## src/rtl/program_memory.sv

```systemverilog
// Loadable program store: streamed load into a word memory, then 1-cycle fetch.
// Optional even-parity protection per word when PROG_MEM_PARITY_EN is defined.
module program_memory #(
    parameter int unsigned       DATA_W   = 8,
    parameter int unsigned       ADDR_W   = 8,
    parameter int unsigned       DEPTH    = 256,
    parameter logic [DATA_W-1:0] NOP_WORD = '0
) (
    input  logic              clk,
    input  logic              rst_n,
    input  logic              load_start,
    input  logic              ld_valid,
    input  logic [DATA_W-1:0] ld_data,
    input  logic              ld_last,
    output logic              ld_ready,
    input  logic              fetch_req,
    input  logic [ADDR_W-1:0] fetch_addr,
    output logic              fetch_valid,
    output logic [DATA_W-1:0] fetch_instr,
    output logic              fetch_oob,
    output logic [ADDR_W:0]   prog_len,
    output logic              loaded
`ifdef PROG_MEM_PARITY_EN
    ,
    output logic              parity_err
`endif
);

    localparam int unsigned LEN_W = ADDR_W + 1;

    typedef enum logic [1:0] {
        EMPTY = 2'd0,
        LOAD  = 2'd1,
        RUN   = 2'd2
    } state_t;

    state_t            state;
    logic [ADDR_W-1:0] wr_ptr;
    logic [DATA_W-1:0] mem [DEPTH];

    logic wr_en_c;
    logic last_word_c;
    logic fetch_hit_c;

    // A word offered alongside load_start belongs to the abandoned load and is dropped.
    assign wr_en_c     = ld_ready && ld_valid && !load_start;
    assign last_word_c = ld_last || (LEN_W'(wr_ptr) == LEN_W'(DEPTH - 1));
    assign fetch_hit_c = (state == RUN) && !load_start && (LEN_W'(fetch_addr) < prog_len);

    // Storage is deliberately not reset; validity is tracked by state and prog_len.
    always_ff @(posedge clk) begin
        if (wr_en_c) begin
            mem[wr_ptr] <= ld_data;
        end
    end

    // Load control FSM with registered status outputs.
    always_ff @(posedge clk or negedge rst_n) begin
        if (!rst_n) begin
            state    <= EMPTY;
            wr_ptr   <= '0;
            prog_len <= '0;
            ld_ready <= 1'b0;
            loaded   <= 1'b0;
        end else begin
            case (state)
                EMPTY, RUN: begin
                    if (load_start) begin
                        state    <= LOAD;
                        wr_ptr   <= '0;
                        prog_len <= '0;
                        ld_ready <= 1'b1;
                        loaded   <= 1'b0;
                    end
                end
                LOAD: begin
                    if (load_start) begin
                        wr_ptr   <= '0;
                        prog_len <= '0;
                    end else if (wr_en_c) begin
                        wr_ptr <= wr_ptr + ADDR_W'(1);
                        if (last_word_c) begin
                            state    <= RUN;
                            prog_len <= LEN_W'(wr_ptr) + LEN_W'(1);
                            ld_ready <= 1'b0;
                            loaded   <= 1'b1;
                        end
                    end
                end
                default: begin
                    state    <= EMPTY;
                    ld_ready <= 1'b0;
                    loaded   <= 1'b0;
                end
            endcase
        end
    end

    // Fetch port: result and out-of-range flag hold between requests.
    always_ff @(posedge clk or negedge rst_n) begin
        if (!rst_n) begin
            fetch_valid <= 1'b0;
            fetch_instr <= NOP_WORD;
            fetch_oob   <= 1'b0;
        end else begin
            fetch_valid <= fetch_req;
            if (fetch_req) begin
                if (fetch_hit_c) begin
                    fetch_instr <= mem[fetch_addr];
                    fetch_oob   <= 1'b0;
                end else begin
                    fetch_instr <= NOP_WORD;
                    fetch_oob   <= 1'b1;
                end
            end
        end
    end

`ifdef PROG_MEM_PARITY_EN
    logic par_mem [DEPTH];

    always_ff @(posedge clk) begin
        if (wr_en_c) begin
            par_mem[wr_ptr] <= ^ld_data;
        end
    end

    // Only a valid in-range fetch can report a parity mismatch.
    always_ff @(posedge clk or negedge rst_n) begin
        if (!rst_n) begin
            parity_err <= 1'b0;
        end else begin
            parity_err <= fetch_req && fetch_hit_c
                          && (par_mem[fetch_addr] != (^mem[fetch_addr]));
        end
    end
`endif

endmodule

```

## config.mk

```make
export PLATFORM = sky130hd
export DESIGN_NAME = program_memory
export DESIGN_NICKNAME = d
export VERILOG_FILES = /design/src/rtl/program_memory.sv
export SDC_FILE = /design/constraint.sdc
export NUM_CORES = 2
export LEC_CHECK = 0
export BUFFER_PORTS_ARGS = -buffer_cell sky130_fd_sc_hd__buf_2
export CAP_MARGIN = 0
export CORE_MARGIN = 5
export CORE_UTILIZATION = 56
export CTS_BUF_LIST = sky130_fd_sc_hd__clkbuf_8
export CTS_CLUSTER_SIZE = 28
export DETAILED_ROUTE_END_ITERATION = 8
export PLACE_DENSITY_LB_ADDON = 0.2
export SETUP_SLACK_MARGIN = 0.3
export SLEW_MARGIN = 10
export SYNTH_ARGS = -nofsm -noshare
export SYNTH_HDL_FRONTEND = slang
export SYNTH_SLANG_ARGS = --single-unit
```

## constraint.sdc

```tcl
create_clock -name clk -period 2.8 [get_ports clk]
set_input_delay 0.42 -clock clk [delete_from_list [all_inputs] [get_ports clk]]
set_output_delay 0.42 -clock clk [all_outputs]
set_load 0.03 [all_outputs]
```

==> results_dict.tcl <==
set metrics [dict create \
    critPathArrivalTime_ns 3.56 \
    grt_overflow 0 \
    status "finished clean" \
    topRoutingLayerUsed "met5" \
    grt_use_total_pct 30.8 \
    die_y_um 391 \
    syn_area_per_cell_um2 20.2 \
    period_needed_ns 2.66 \
    drive_above_1_share_pct 33.6 \
    finalClockSkew_ns 0.0508 \
    synth_top_cell_by_area "edfxtp_1" \
    rsz0062_at_grt "yes" \
    finalWeightedCongestion 0.949 \
    ant_nets 0 \
    register_area_um2 62200 \
    synth_edf_count 2048 \
    cts_tree "done" \
    io_pins 43 \
    maxCapViolations 0 \
    areaGrowthSynthToFinish_pct 18.8 \
    synth.top_cell.area_share_pct 75.7 \
    power_leakage_nw 32.9 \
    dieArea_um2 153000 \
    rows 139 \
    worstMarginPinSlew_ns 0.998 \
    dieWidth_um 391 \
    netlist_area_um2 81200 \
    htree_levels 5 \
    postRouteWirelength_mm 233 \
    cts_root_buf "clkbuf_8" \
    start_util_pct 56.5 \
    worstHoldStart "ld_data[6]" \
    numCtsBuffers 340 \
    finalSetupViolCount 0 \
    powerDensity_nw_per_um2 644 \
    wire_per_inst_um 32.4 \
    cts_buffer_depth 4 \
    finalNetCount 5089 \
    synthFlopType "edfxtp_1" \
    portBuffers 42 \
    drt-initial-drc-count 6639 \
    mappedNetlistNets 4060 \
    cp-end-kind "flop" \
    antenna_found_initial 13 \
    core_um2 144000 \
    max_slew_margin_pct 33.4 \
    clk_pin_slew_worst_paths_ns 0.06 \
    clock_latency_ns 1.06 \
    yosys-top-cells-area "edfxtp_1 76%, mux4_2 11%, mux2i_1 2.5%" \
    worstSetupStartpoint "mem[63][5]" \
    m1WireLength_mm 87.9 \
    routed-wl-met3_mm 31.1 \
    slew_viol_final 0 \
    hold_violations 0 \
    r2r_start "mem[63][5]" \
    fin_crit_sh_pct 95.1 \
    drcViolationCount 0 \
    vias 46700 \
    crit_fanout 2 \
    via_per_inst 6.48 \
    synth_common_cells "2,048 x edfxtp_1, 402 x mux4_2, 309 x nor2_1" \
    wl_met2_mm 106 \
    synth_cell_types 64 \
    drt_pass1_iterations 6 \
    fmax_ghz 0.375 \
    grt_max_degree 109 \
    cp-start-kind "flop" \
    post-place-ws_ns -0.984 \
    yosysSeqAreaShare_pct 76.7 \
    grt_first_pass_wirelength_mm 333 \
    finalSetupTns_ns 0 \
    dpl.hpwl_mm 154 \
    yosysWarnings 0 \
    crit_type "flop to flop" \
    synth-seq-cells 2078 \
    hold_class "input pin to flop" \
    fillers 9354 \
    peakVddDrop_v 0.000513 \
    netlist_instances 4027 \
    synth_most_common_cell "edfxtp_1" \
    setup_ws_ns 0.136 \
    required_ns 3.70 \
    clkSinkCount 2078 \
    grt_pass1_vias 46300 \
    async_flop_share_pct 1.44 \
    multi_input_area_um2 17700 \
]
per-layer routing:
metal  up-vias  track usage, %
met3       502            9.30
met2      3220            45.7
li1      18800               -
met1     24100            44.4
met4        14            10.9
met5         -               0
cells by family after synthesis:
kind of cell               count (synthesis)  share of synthesized area [%]
DFF                                     2078                           76.7
buffers and inverters                    260                           1.86
xor gates and xnor gates                   6                         0.0647
adders and majority gates                 11                          0.170
muxes                                    627                           14.0
and+or+nand+nor                          570                           3.04
AOI/OAI and AO/OA                        475                           4.17
power breakdown:
group | leakage [nW] | internal, mW | switching, mW
clock | 3.40 | 11.9 | 11.6
sequential | 18.8 | 34.2 | 0.0736
combinational | 10.7 | 1.68 | 2.68
total | 32.9 | 47.8 | 14.4
layout make-up:
cell class                      instances  share of cell area [%]
Sequential cell                      2078                    64.5
Antenna cell                            6                  0.0156
Clock buffer                          349                    4.98
Clock inverter                        229                    1.09
Multi-Input combinational cell       1689                    18.3
Timing Repair Buffer                  931                    8.50
Tap cell                             1903                    2.47
Inverter                               16                  0.0623
cell usage in the layout (no fill, tap or decap), types with 20 or more instances in the layout:
cell         n
a21oi_1     64
a221oi_1    56
a22oi_1    125
buf_12      94
buf_2       30
buf_4      782
clkbuf_8   357
clkinv_1    77
clkinv_2    31
dfrtp_1     30
edfxtp_1  2048
inv_1      119
mux2i_1    204
mux4_2     404
nand2_1     99
nand3_1     51
nor2_1     303
o21ai_0     53
o31ai_1     20
final timing paths:
path / depth (start not counted) / slack (ns) / to
max in group asynchronous: 4 / 0.65 / ld_ready
setup / recovery: 8 / 0.14 / fetch_instr[5]
hold / removal: 1 / 0.07 / mem[30][6]
hold reg to reg: 2 / 0.51 / prog_len[5]
setup reg to reg: 8 / 0.14 / fetch_instr[5]
min in group asynchronous: 3 / 0.66 / prog_len[8]
critical path: stages (launching register included):
cell and delay, ns:
edfxtp_1 0.35, mux4_2 0.51, a22oi_1 0.33, nand3_1 0.12
buf_4 0.17, nand3_1 0.15, nand3_1 0.34, and3_1 0.32
a32o_1 0.25
what timing repair did:
item / CTS / global route
hold endpoints to repair: 288 / 0
hold buffers: 15 / 0
pin swaps: 5 / 9
setup endpoints to repair: 6 / 91
setup buffers: 0 / 0
resized for setup: 15 / 16
cloned: 0 / 0
metrics by stage:
stage	hold slack [ns]	power [mW]	cell area [um2]	util, %	cells
after floorplan	0.124	36.8	81300	-	4027
after global placement	0.475	39.1	90200	62.7	6602
after detailed placement	0.494	39.2	90200	62.7	6602
after CTS	0.0185	62.4	96300	67.0	7195
after global routing	0.0498	64.1	96400	67.0	7196
final	0.0744	62.2	96400	67.1	7201
sequential cells by signal, indices dropped and copies added (netlist names):
signal       flops
mem           2048
prog_len         9
fetch_instr      8
wr_ptr           8
fetch_oob        1
fetch_valid      1
ld_ready         1
loaded           1
state            1
Note: power is estimated with default switching activity, not from simulation.
